===== config.mk =====
export PLATFORM = sky130hd
export DESIGN_NAME = period_tracker
export DESIGN_NICKNAME = d
export VERILOG_FILES = /design/src/rtl/period_tracker.sv
export SDC_FILE = /design/constraint.sdc
export NUM_CORES = 1
export LEC_CHECK = 0
export ABC_AREA = 0
export BUFFER_PORTS_ARGS = -buffer_cell sky130_fd_sc_hd__buf_2
export CAP_MARGIN = 20
export CORE_ASPECT_RATIO = 2
export CORE_MARGIN = 2
export CORE_UTILIZATION = 55
export CTS_BUF_LIST = sky130_fd_sc_hd__clkbuf_2
export DETAILED_ROUTE_END_ITERATION = 6
export PLACE_DENSITY = 0.81
export SYNTH_ARGS = -nofsm -noshare
export SYNTH_HDL_FRONTEND = slang
export SYNTH_SLANG_ARGS = --single-unit

===== constraint.sdc =====
create_clock -name clk -period 5.2 [get_ports clk]
set_clock_uncertainty 0.05 [all_clocks]
set_input_delay 0 -clock clk [delete_from_list [all_inputs] [get_ports clk]]
set_output_delay 0 -clock clk [all_outputs]
set_load 0.03 [all_outputs]

===== src/rtl/period_tracker.sv =====
// period_tracker: edge-pair half-period filter with ACQ/TRACK lock FSM and override.
// Define PERIOD_TRACKER_OUTLIER_EN to enable outlier rejection in TRACK.
module period_tracker #(
    parameter int W         = 12,
    parameter int G         = 8,
    parameter int ACQ_ALPHA = 1,
    parameter int LOCK_CNT  = 4,
    parameter int TOL_SH    = 2,
    parameter int MAX_REJ   = 3
) (
    input  logic         clk,
    input  logic         rst,
    input  logic         edge_valid,
    input  logic [W-1:0] edge_rise,
    input  logic [W-1:0] edge_fall,
    input  logic [2:0]   alpha,
    input  logic         ovr_en,
    input  logic [W-1:0] ovr_period,
    output logic [W-1:0] r2f,
    output logic [W-1:0] f2r,
    output logic [W-1:0] eff_period,
    output logic         eff_valid,
    output logic         locked,
    output logic         outlier
);
    typedef enum logic {ACQ, TRACK} state_t;
    localparam logic [W-1:0] MID = W'(1) << (W - 1);

    state_t       state_q, state_d;
    logic [W-1:0] r2f_q, r2f_d, f2r_q, f2r_d;
    logic [3:0]   acq_cnt_q, acq_cnt_d;
    logic [2:0]   rej_cnt_q, rej_cnt_d;
    logic         eff_valid_q, eff_valid_d, locked_q, locked_d, outlier_q, outlier_d;
    logic         zero, is_r, out_en, out_c, force_acq, reject;
    logic [W-1:0] d, cur, dev, upd;
    logic [2:0]   a, a_acq;
    logic [W:0]   sum;

    // One-pole IIR step with rounding; saturates to all-ones on overflow.
    function automatic logic [W-1:0] filt(input logic [W-1:0] c, input logic [W-1:0] x, input logic [2:0] sh);
        logic [W+G:0] acc, nv;
        logic [W:0]   res;
        acc = {1'b0, c, {G{1'b0}}};
        nv  = ({1'b0, x, {G{1'b0}}} >> sh) + acc - (acc >> sh);
        res = {1'b0, nv[W+G-1:G]} + (W+1)'(nv[G-1]);
        return (nv[W+G] | res[W]) ? '1 : res[W-1:0];
    endfunction

`ifdef PERIOD_TRACKER_OUTLIER_EN
    assign out_en = 1'b1;
`else
    assign out_en = 1'b0;
`endif

    // Next-state: pick the half period, test for outliers, filter and step the lock FSM.
    always_comb begin
        zero        = (edge_rise == '0) && (edge_fall == '0);
        is_r        = edge_fall > edge_rise;
        d           = is_r ? edge_fall - edge_rise : edge_rise - edge_fall;
        cur         = is_r ? r2f_q : f2r_q;
        dev         = (d > cur) ? d - cur : cur - d;
        out_c       = out_en && (state_q == TRACK) && (dev > (cur >> TOL_SH));
        force_acq   = out_c && (rej_cnt_q == 3'(MAX_REJ - 1));
        reject      = out_c && !force_acq;
        a_acq       = (alpha > 3'(ACQ_ALPHA)) ? 3'(ACQ_ALPHA) : alpha;
        a           = force_acq ? 3'(ACQ_ALPHA) : (state_q == ACQ) ? a_acq : alpha;
        upd         = filt(cur, d, a);
        state_d     = state_q;
        r2f_d       = r2f_q;
        f2r_d       = f2r_q;
        acq_cnt_d   = acq_cnt_q;
        rej_cnt_d   = rej_cnt_q;
        eff_valid_d = 1'b0;
        outlier_d   = 1'b0;
        if (edge_valid) begin
            if (zero) begin
                r2f_d     = MID;
                f2r_d     = MID;
                state_d   = ACQ;
                acq_cnt_d = '0;
                rej_cnt_d = '0;
            end else if (reject) begin
                rej_cnt_d = rej_cnt_q + 3'd1;
                outlier_d = 1'b1;
            end else begin
                r2f_d       = is_r ? upd : r2f_q;
                f2r_d       = is_r ? f2r_q : upd;
                eff_valid_d = 1'b1;
                rej_cnt_d   = '0;
                if (force_acq) begin
                    state_d   = ACQ;
                    acq_cnt_d = '0;
                end else if (state_q == ACQ) begin
                    state_d   = (acq_cnt_q == 4'(LOCK_CNT - 1)) ? TRACK : ACQ;
                    acq_cnt_d = (acq_cnt_q == 4'(LOCK_CNT - 1)) ? 4'd0 : acq_cnt_q + 4'd1;
                end
            end
        end
        locked_d = (state_d == TRACK);
    end

    // State and registered outputs, cleared asynchronously by rst.
    always_ff @(posedge clk or posedge rst) begin
        if (rst) begin
            state_q     <= ACQ;
            r2f_q       <= MID;
            f2r_q       <= MID;
            acq_cnt_q   <= '0;
            rej_cnt_q   <= '0;
            eff_valid_q <= 1'b0;
            locked_q    <= 1'b0;
            outlier_q   <= 1'b0;
        end else begin
            state_q     <= state_d;
            r2f_q       <= r2f_d;
            f2r_q       <= f2r_d;
            acq_cnt_q   <= acq_cnt_d;
            rej_cnt_q   <= rej_cnt_d;
            eff_valid_q <= eff_valid_d;
            locked_q    <= locked_d;
            outlier_q   <= outlier_d;
        end
    end

    assign sum        = {1'b0, r2f_q} + {1'b0, f2r_q};
    assign eff_period = ovr_en ? ovr_period : (sum[W] ? '1 : sum[W-1:0]);
    assign r2f        = r2f_q;
    assign f2r        = f2r_q;
    assign eff_valid  = eff_valid_q;
    assign locked     = locked_q;
    assign outlier    = outlier_q;
endmodule


==> results.yml, run 1 <==
outcome:
  run_status: "finished, violations left"
  violations: "setup timing"
timing:
  timing_hold_violations_final: 0
  final-max-slew-violation-count: 0
  slew_headroom_pct: 28.24
  grt_setup_unrepaired: "true"
  setup_violations: 24
  finalCritPeriodShare_pct: 111.5
  fin_crit_ns: 5.800
  fin_setup_tns_ns: -11.14
  max_freq_ghz: 0.1724
  layout_setup_ws_ns: -0.6004
  hold_ws_ns: 0.03781
  tightest_slew_ns: 1.069
min_path:
  hold_class: "in -> async"
layout:
  antenna_cells: 0
  regArea_um2: 753.2
  multi_input_area_um2: 5359
  area_growth_pct: 55.43
  drive_gt1_share_pct: 44.01
  fin_nets: 1147
  fillers: 542
setup_path:
  ff2ff_path_depth: 22
  cp-end-kind: "flip-flop"
  worstSetupPathType: "in -> reg"
  cp_data_arrival_time_ns: 6.04
  crit_path_end: "r2f[9]"
  reg2reg_from: "locked"
  startpoint_type: "input pin"
  path_max_fanout: 10
  required_ns: 5.44
  reg2reg_slack_ns: -0.26
  crit-reg2reg-capture: "r2f[9]"
  cp-startpoint: "edge_rise[10]"
synthesis:
  synth_fa_ha_area_share_pct: 18.98
  synth_edf_count: 0
  synth.area.top_cells: "ha_1, dfrtp_1, mux2i_1"
  syn_avg_cell_area_um2: 7.658
  ys_seq_area_share_pct: 13.13
  synth_area_um2: 5736
  syn_nets: 870
  syn_inst: 749
  ys_warn_count: 0
  ys_types: 76
  ys_ff_latch: 30
  synth_xor_area_share_pct: 5.650
  synthMostInstantiatedCell: "inv_1"
  synthFlopType: "dfrtp_1"
  synth_mux_area_share_pct: 9.555
  synth_compound_area_share_pct: 25.24
  synth_area_leader_cell: "ha_1"
  async_reset_ff_share_pct: 100.0
  synth_top_family_by_area: "compound AO/OA/AOI/OAI gates"
  synth.top_cell.area_share_pct: 13.74
  synth_common_cells: "inv_1, nand2_1, ha_1"
  yosys.area_share.simple_pct: 19.37
grt:
  grt_usage_pct: 40.83
  grt-ovfl-total: 0
  antenna_found_initial: 0
  grt_max_degree: 31
  grt_pass1_vias: 7680
  grt_first_pass_wirelength_um: 36940
die:
  rows: 52
  start_util_pct: 56.51
  core_um2: 10150
  ioPinCount: 82
  die_x_um: 76.21
  dieArea_um2: 11310
  die_y_um: 148.4
drt:
  wire_per_inst_um: 22.42
  drt-pass1-iter-count: 5
  drc: 0
  ant_nets: 0
  dr_total_vias: 7536
  vias_per_cell: 6.485
  first_iter_violations: 646
  finalWirelength_um: 26060
clock_tree:
  cts_sinks: 30
  clock_latency_ns: 0.41
  htreeDepth: 2
  cts_tree: "yes"
  numCtsBuffers: 5
  cts_buffer_depth: 2
  path_clk_slew_ns: 0.15
  cts-root-buf: "clkbuf_2"
run:
  maxCapViolCount: 0
place:
  dp_hpwl_um: 17550
  gp_congestion: 1.045
  io_buffers: 80
  dp_slack_ns: -0.9856
[registers in the layout, summed over array words and instances, names as in the netlist]
name       flops
f2r           12
eff_valid      1
locked         1
acq_cnt_q      4
r2f           12
[cells in the final DEF, fill, tap and decap left out, types with 6 or more instances in the layout]
cell	count
a21o_1	15
ha_1	49
inv_1	70
nand3_1	10
nand4_1	11
nor2b_1	14
nor4_1	10
buf_2	77
xnor2_1	22
buf_6	14
dfrtp_1	28
fa_1	13
nor3_1	18
mux2i_1	34
nor2_1	36
nor3_2	7
mux2i_4	10
ha_4	11
o21ai_0	29
a2bb2oi_1	11
o21ai_1	25
buf_4	207
nand2_1	71
a21oi_2	8
a21oi_1	31
a211oi_2	6
[critical path, cell delays in order]
cell      delay [ns]
buf_2           0.10
inv_1           0.04
ha_1            0.31
nand4_1         0.20
or4_4           0.50
and2_4          0.25
nand2_8         0.12
buf_12          0.16
mux2i_4         0.33
mux2i_2         0.15
mux2i_1         0.32
mux2i_1         0.16
fa_1            0.54
inv_2           0.05
ha_4            0.22
a21o_1          0.20
a31o_4          0.22
buf_6           0.11
a221oi_4        0.41
mux2i_2         0.17
nor3b_4         0.24
nand2_2         0.12
buf_6           0.15
nor4_4          0.36
buf_6           0.21
buf_6           0.13
a211oi_4        0.06
o21ai_1         0.22
[cell families (layout without fill, tap and decap cells)]
kind of cell | after synthesis | after routing
buffers and inverters | 115 | 392
xor gates and xnor gates | 37 | 37
other | 1 | 1
adders and majority gates | 78 | 78
and+or+nand+nor | 224 | 225
AOI/OAI and AO/OA | 211 | 211
DFF | 30 | 30
muxes | 53 | 53
[area by class of cell]
type,instances,share of cell area (%)
multi-input combinational,605,60.11
timing repair buffer,306,25.12
sequential,30,8.449
inverter,78,3.425
tap,135,1.895
clock inverter,3,0.7158
clock buffer,5,0.2807
[how the worst min path moves through the flow]
stage / depth (start not counted) / slack [ns] / from / to
floorplan: 1 / 0.04 / rst / acq_cnt_q[0]
global placement: 2 / 0.25 / edge_valid / locked
detailed placement: 2 / 0.27 / edge_valid / locked
CTS: 6 / 0.13 / edge_rise[11] / eff_valid
global route: 3 / 0.03 / rst / acq_cnt_q[1]
finish: 3 / 0.04 / rst / acq_cnt_q[3]
[layer usage]
metal | routed length, um | GRT usage [%] | vias up
met2 | 13410 | 78.32 | 555
met3 | 1749 | 5.886 | 236
met1 | 7965 | 37.40 | 3492
li1 | - | - | 3253
met5 | 0 | 0 | -
met4 | 2931 | 32.36 | 0
[through the flow]
step / area, um2 / utilization, % / instances
2_1_floorplan: 6040 / - / 749
3_3_place_gp: 7796 / 76.81 / 1112
3_5_place_dp: 7796 / 76.81 / 1112
4_1_cts: 8392 / 82.68 / 1146
5_1_grt: 8915 / 87.83 / 1162
6_report: 8915 / 87.83 / 1162
[repair_timing]
action,CTS,global route
gates resized for setup,60,74
endpoints found under the setup margin,24,24
cloned,1,0
hold buffers,2,0
endpoints found under the hold margin,33,0
pin swaps,30,54
setup buffers,23,18
Power of run 1 is not shown: default switching activity piles up to over one toggle a cycle in this logic, so the estimate is an artifact.
==> run 2, diff against run 1 <==
--- a/config.mk
+++ b/config.mk
@@ -14,6 +14,7 @@
 export CTS_BUF_LIST = sky130_fd_sc_hd__clkbuf_2
 export DETAILED_ROUTE_END_ITERATION = 6
 export PLACE_DENSITY = 0.81
+export SKIP_LAST_GASP = 1
 export SYNTH_ARGS = -nofsm -noshare
 export SYNTH_HDL_FRONTEND = slang
 export SYNTH_SLANG_ARGS = --single-unit
==> run 2 against run 1 <==
Against the previous run:
- the run still ends with setup timing left
- register-to-register slack got worse by 0.02 ns
- maximum frequency decreased by 0.70%
- worst hold slack got worse by 0.014 ns
- global-route usage is the same
- setup slack worse by 0.041 ns
- via count grew 1.0%
==> results.yml, run 2 (synthesis gave the netlist of run 1 again) <==
outcome:
  run_status: "finished, violations left"
  violations: "setup timing"
drt:
  drt-pass1-iter-count: 5
  dr_total_vias: 7612
  first_iter_violations: 639
  vias_per_cell: 6.551
  ant_nets: 0
  wire_per_inst_um: 22.94
  drc: 0
  finalWirelength_um: 26650
clock_tree:
  htreeDepth: 2
  cts_sinks: 30
  cts_tree: "yes"
  cts-root-buf: "clkbuf_2"
  cts_buffer_depth: 2
  path_clk_slew_ns: 0.19
  clock_latency_ns: 0.42
  numCtsBuffers: 5
die:
  start_util_pct: 56.51
  ioPinCount: 82
  dieArea_um2: 11310
  rows: 52
  die_y_um: 148.4
  core_um2: 10150
  die_x_um: 76.21
setup_path:
  reg2reg_slack_ns: -0.28
  ff2ff_path_depth: 22
  startpoint_type: "input pin"
  reg2reg_from: "locked"
  cp_data_arrival_time_ns: 6.09
  cp-startpoint: "edge_rise[10]"
  crit-reg2reg-capture: "r2f[8]"
  required_ns: 5.45
  crit_path_end: "r2f[8]"
  worstSetupPathType: "in -> reg"
  cp-end-kind: "flip-flop"
  path_max_fanout: 10
grt:
  grt_max_degree: 31
  antenna_found_initial: 0
  grt_usage_pct: 40.83
  grt_first_pass_wirelength_um: 36940
  grt-ovfl-total: 0
  grt_pass1_vias: 7680
layout:
  drive_gt1_share_pct: 43.82
  layout_common_cells: "buf_4, buf_2, nand2_1"
  regArea_um2: 753.2
  multi_input_area_um2: 5349
  final_common_cell: "buf_4"
  stdcell_area_um2: 8905
  area_growth_pct: 55.26
  antenna_cells: 0
  fin_nets: 1147
  fillers: 555
place:
  dp_hpwl_um: 17550
  placed_area_um2: 7796
  io_buffers: 80
  gp_congestion: 1.045
timing:
  timing_hold_violations_final: 0
  finalCritPeriodShare_pct: 112.3
  max_freq_ghz: 0.1712
  layout_setup_ws_ns: -0.6415
  slew_headroom_pct: 24.78
  setup_violations: 24
  final-max-slew-violation-count: 0
  fin_crit_ns: 5.842
  grt_setup_unrepaired: "true"
  tightest_slew_ns: 1.121
run:
  maxCapViolCount: 0
min_path:
  hold_class: "in -> async"
==> run 2: cell counts in the layout (fill, tap and decap cells not counted) <==
No cell type changed its count.
==> run 2: layout make-up <==
class                   instances  area share (%)
clock inverters                 3          0.7166
repair buffers                306           25.15
flip-flops and latches         30           8.459
well taps                     135           1.897
clock buffers                   5          0.2810
multi-input cells             605           60.07
inverters                      78           3.428
==> run 2: worst min path at each step <==
stage	depth (start not counted)	endpoint	start	slack [ns]
floorplan	1	acq_cnt_q[0]	rst	0.04
global placement	2	locked	edge_valid	0.25
detailed placement	2	locked	edge_valid	0.27
CTS	6	eff_valid	edge_rise[11]	0.13
global route	3	acq_cnt_q[1]	rst	0.02
finish	3	acq_cnt_q[3]	rst	0.02
==> run 2: repair_timing <==
| action | 4_1_cts | 5_1_grt |
|---|---|---|
| buffers inserted | 23 | 18 |
| hold buffers | 2 | 0 |
| setup endpoints to repair | 24 | 24 |
| gates cloned | 1 | 0 |
| endpoints found under the hold margin | 33 | 0 |
| gates resized for setup | 60 | 72 |
| pin swaps | 30 | 54 |
==> run 2: worst max-delay path, stage by stage <==
cell and delay, ns:
buf_2 0.10, inv_1 0.04, ha_1 0.31, nand4_1 0.19
or4_4 0.50, and2_4 0.25, nand2_8 0.11, buf_12 0.16
mux2i_4 0.40, mux2i_1 0.17, mux2i_1 0.28, mux2i_1 0.16
fa_1 0.53, inv_2 0.05, ha_4 0.22, a21o_1 0.20
a31o_4 0.22, buf_6 0.11, a221oi_4 0.42, mux2i_2 0.38
nor3b_4 0.08, buf_4 0.15, buf_4 0.13, buf_4 0.12
nand4_1 0.10, xnor2_1 0.08, nor3_1 0.39, o21ai_1 0.19
==> run 2: through the flow <==
step                      cells  hold WS, ns  setup TNS, ns  setup WS [ns]  utilization (%)
after floorplan             749      0.03573        -0.1655       -0.05253                -
after global placement     1112       0.2488         -18.53        -0.9157            76.81
after global routing       1162      0.02115         -12.69        -0.6728            87.73
final                      1162      0.02384         -10.73        -0.6415            87.73
after CTS                  1146       0.1310         -5.492        -0.3454            82.68
after detailed placement   1112       0.2652         -21.35        -0.9856            76.81
==> run 2: metal layers <==
layer | part of all wire (%) | global-route usage, % | vias up
met4 | 12 | 32.36 | 0
met1 | 30 | 37.40 | 3519
met5 | 0 | 0 | -
met3 | 7.3 | 5.886 | 252
met2 | 51 | 78.32 | 579
li1 | - | - | 3262
Power of run 2 is left out for the same reason.
==> run 3, diff against run 2 <==
--- a/config.mk
+++ b/config.mk
@@ -9,7 +9,7 @@
 export BUFFER_PORTS_ARGS = -buffer_cell sky130_fd_sc_hd__buf_2
 export CAP_MARGIN = 20
 export CORE_ASPECT_RATIO = 2
-export CORE_MARGIN = 2
+export CORE_MARGIN = 4
 export CORE_UTILIZATION = 55
 export CTS_BUF_LIST = sky130_fd_sc_hd__clkbuf_2
 export DETAILED_ROUTE_END_ITERATION = 6
==> run 3 against run 2 <==
Against the previous run:
- the flow now stops in 5_1_grt
- area after synthesis unchanged
- synthesized cell count unchanged
==> results.yml, run 3 <==
die:
  die_y_um: 152.4
  start_util_pct: 56.51
  die_x_um: 80.21
  rows: 52
  ioPinCount: 82
clock_tree:
  cts_buffer_depth: 2
  numCtsBuffers: 5
  cts_sinks: 30
  htreeDepth: 2
  cts-root-buf: "clkbuf_2"
synthesis:
  ys_warn_count: 0
  synth_edf_count: 0
  async_reset_ff_share_pct: 100.0
  synth_area_leader_cell: "ha_1"
  ys_seq_area_share_pct: 13.13
  ys_types: 76
  synth.top_cell.area_share_pct: 13.74
  synth_common_cells: "inv_1, nand2_1, ha_1"
  synth_area_um2: 5736
  synthFlopType: "dfrtp_1"
  syn_avg_cell_area_um2: 7.658
  syn_nets: 870
  synth.area.top_cells: "ha_1, dfrtp_1, mux2i_1"
  synthMostInstantiatedCell: "inv_1"
  syn_inst: 749
  ys_ff_latch: 30
place:
  dp_hpwl_um: 16780
  dp_cells: 1102
  placed_area_um2: 7734
  gp_congestion: 0.9787
  io_buffers: 80
timing:
  worstEpCategory: "sequential cell input"
  grt_repair_worst_endpoint: "f2r[4]$_DFFE_PP0P_/D"
outcome:
  run_status: "did not finish"
  first-error: "[ERROR GRT-0232] Routing congestion too high. Check the congestion heatmap in the GUI."
  stop_stage: "5_1_grt"
grt:
  grt-ovfl-total: 8
  grt_usage_pct: 66.21
  grt_max_degree: 31
==> run 3: cell counts after synthesis <==
No cell type changed its count.
==> run 3: kinds of logic after synthesis <==
logic type               count (synthesis)  synth area share [%]
AND/OR/NAND/NOR                        224                 19.37
AO/OA/AOI/OAI                          211                 25.24
buffers and inverters                  115                 8.006
adder cells (fa/ha/maj)                 78                 18.98
multiplexers                            53                 9.555
XOR/XNOR                                37                 5.650
flip-flops                              30                 13.13
other                                    1               0.06538
==> run 3: what timing repair did <==
action,CTS
setup endpoints to repair,24
setup buffers,36
gates resized for setup,100
hold buffers,2
gates cloned,1
pin swaps,44
endpoints found under the hold margin,33
==> run 3: routing by layer <==
metal	GRT usage, %	GRT overflow
met2	86.04	5
met5	7.391	0
met4	63.26	3
met3	50.53	0
met1	63.81	0
==> run 3: metrics by stage <==
step	setup TNS (ns)	util [%]	setup WS [ns]
global placement	-16.60	76.20	-0.7769
CTS	-2.558	84.60	-0.1634
detailed placement	-19.36	76.20	-0.9179
floorplan	-0.1655	-	-0.05253
==> run 4, diff against run 3 <==
--- a/config.mk
+++ b/config.mk
@@ -8,12 +8,10 @@
 export ABC_AREA = 0
 export BUFFER_PORTS_ARGS = -buffer_cell sky130_fd_sc_hd__buf_2
 export CAP_MARGIN = 20
-export CORE_ASPECT_RATIO = 2
 export CORE_MARGIN = 4
-export CORE_UTILIZATION = 55
-export CTS_BUF_LIST = sky130_fd_sc_hd__clkbuf_2
+export CORE_UTILIZATION = 40
 export DETAILED_ROUTE_END_ITERATION = 6
-export PLACE_DENSITY = 0.81
+export PLACE_DENSITY_LB_ADDON = 0.15
 export SKIP_LAST_GASP = 1
 export SYNTH_ARGS = -nofsm -noshare
 export SYNTH_HDL_FRONTEND = slang
==> constraint.sdc (replaced) <==
create_clock -name clk -period 6.75 [get_ports clk]
set_clock_uncertainty 0.05 [all_clocks]
set_input_delay 0 -clock clk [delete_from_list [all_inputs] [get_ports clk]]
set_output_delay 0 -clock clk [all_outputs]
set_load 0.03 [all_outputs]
==> run 4 against run 3 <==
Against the previous run:
- the run now ends clean
==> results.yml, run 4 (synthesis gave the netlist of run 1 again) <==
die:
  dieArea_um2: 16320
  die_x_um: 127.7
  die_y_um: 127.7
  ioPinCount: 82
  core_um2: 13990
  start_util_pct: 41.00
  rows: 43
outcome:
  run_status: "finished, final reports clean"
drt:
  wire_per_inst_um: 17.08
  finalWirelength_um: 17170
  dr_total_vias: 5690
  drc: 0
  drt-pass1-iter-count: 5
  first_iter_violations: 381
  ant_nets: 0
  vias_per_cell: 5.662
grt:
  grt_usage_pct: 20.37
  grt-ovfl-total: 0
  grt_first_pass_wirelength_um: 27860
  grt_pass1_vias: 5542
  grt_max_degree: 26
  antenna_found_initial: 0
clock_tree:
  clock_latency_ns: 0.27
  cts-root-buf: "clkbuf_16"
  cts_buffer_depth: 2
  cts_sinks: 30
  path_clk_slew_ns: 0.05
  post_cts_buffers: 0
  cts_tree: "yes"
  htreeDepth: 2
  numCtsBuffers: 5
timing:
  tightest_slew_ns: 0.9390
  max_freq_ghz: 0.1574
  grt_setup_unrepaired: "false"
  finalCritPeriodShare_pct: 94.11
  setup_violations: 0
  slew_headroom_pct: 36.98
  fin_setup_tns_ns: 0
  final-max-slew-violation-count: 0
  timing_hold_violations_final: 0
  fin_crit_ns: 6.353
layout:
  final_common_cell: "buf_2"
  antenna_cells: 0
  area_growth_pct: 14.64
  layout_common_cells: "buf_2, inv_1, nand2_1"
  stdcell_count: 1005
  fin_nets: 945
  drive_gt1_share_pct: 16.85
setup_path:
  crit_chain: "buf_2 > inv_1 > ha_1 > nand2_1 > or4_1 > and2_1 > nand2_4 > mux2i_1 > xnor2_1 > mux2i_1 > a22oi_1 > a21bo_2 > fa_1 > inv_1 > ha_1 > a21o_1 > a211oi_1 > a2111oi_0 > nand3_1 > or3_1 > or3_1 > a211oi_1 > o21ai_0"
  cp-end-kind: "flip-flop"
  startpoint_type: "input pin"
  cp_data_arrival_time_ns: 6.43
  cp_slowest_stage_delay_ns: 0.59
  ff2ff_path_depth: 18
  cp_slowest_cell: "or4_1"
  worstSetupPathType: "in -> reg"
  required_ns: 6.83
  path_max_fanout: 17
min_path:
  hold_class: "in -> async"
place:
  dp_cells: 995
  io_buffers: 80
  gp_congestion: 0.9699
  dp_hpwl_um: 14400
run:
  maxCapViolCount: 0
-- run 4: what timing repair did --
action	CTS	global route
hold endpoints to repair	29	0
endpoints found under the setup margin	0	6
gates resized for setup	0	1
hold buffers	2	0
-- run 4: worst max-delay path: cells and delay by family --
kind | cells | cell delay [ns]
simple gates | 7 | 2.44
xor+xnor | 1 | 0.24
fa+ha+maj | 3 | 1.30
mux | 2 | 0.48
compound gates | 7 | 1.79
buf+inv | 3 | 0.20
-- run 4: per-stage QoR --
stage               cell area [um2]  utilization (%)  setup WS, ns  hold WS (ns)
global route                   6575            47.00       0.02912        0.1906
CTS                            6570            46.97        0.3944        0.1722
floorplan                      5736                -        0.9990       0.03573
finish                         6575            47.00        0.3974        0.1665
detailed placement             6402            45.77        0.1091      -0.07965
global placement               6375            45.57        0.2991        0.2344
-- run 4: worst paths after layout --
kind / slack [ns] / endpoint / start
worst max-delay path: 0.40 / r2f[9] / edge_rise[3]
worst min-delay path: 0.17 / acq_cnt_q[3] / rst
worst max register to register: 1.13 / r2f[9] / locked
worst min register to register: 0.48 / acq_cnt_q[1] / acq_cnt_q[1]
max in group asynchronous: 5.98 / f2r[11] / rst
min in group clk: 0.22 / eff_valid / edge_rise[11]
-- run 4: layout make-up --
class / instances / area (um2)
multi-input combinational: 604 / 4531
clock inverter: 1 / 5.005
clock buffer: 7 / 142.6
inverter: 78 / 292.8
fill: 1391 / 7413
timing repair buffer: 105 / 625.6
tap: 180 / 225.2
sequential: 30 / 753.2
-- run 4: routing by layer --
layer	up-vias	wire [um]	share of wire [%]	global-route usage, %
met4	0	198	1.2	3.059
li1	2843	-	-	-
met2	119	8247	48	34.94
met5	-	0	0	0
met1	2710	8121	47	28.10
met3	18	601	3.5	2.333
Power of run 4 is left out for the same reason.
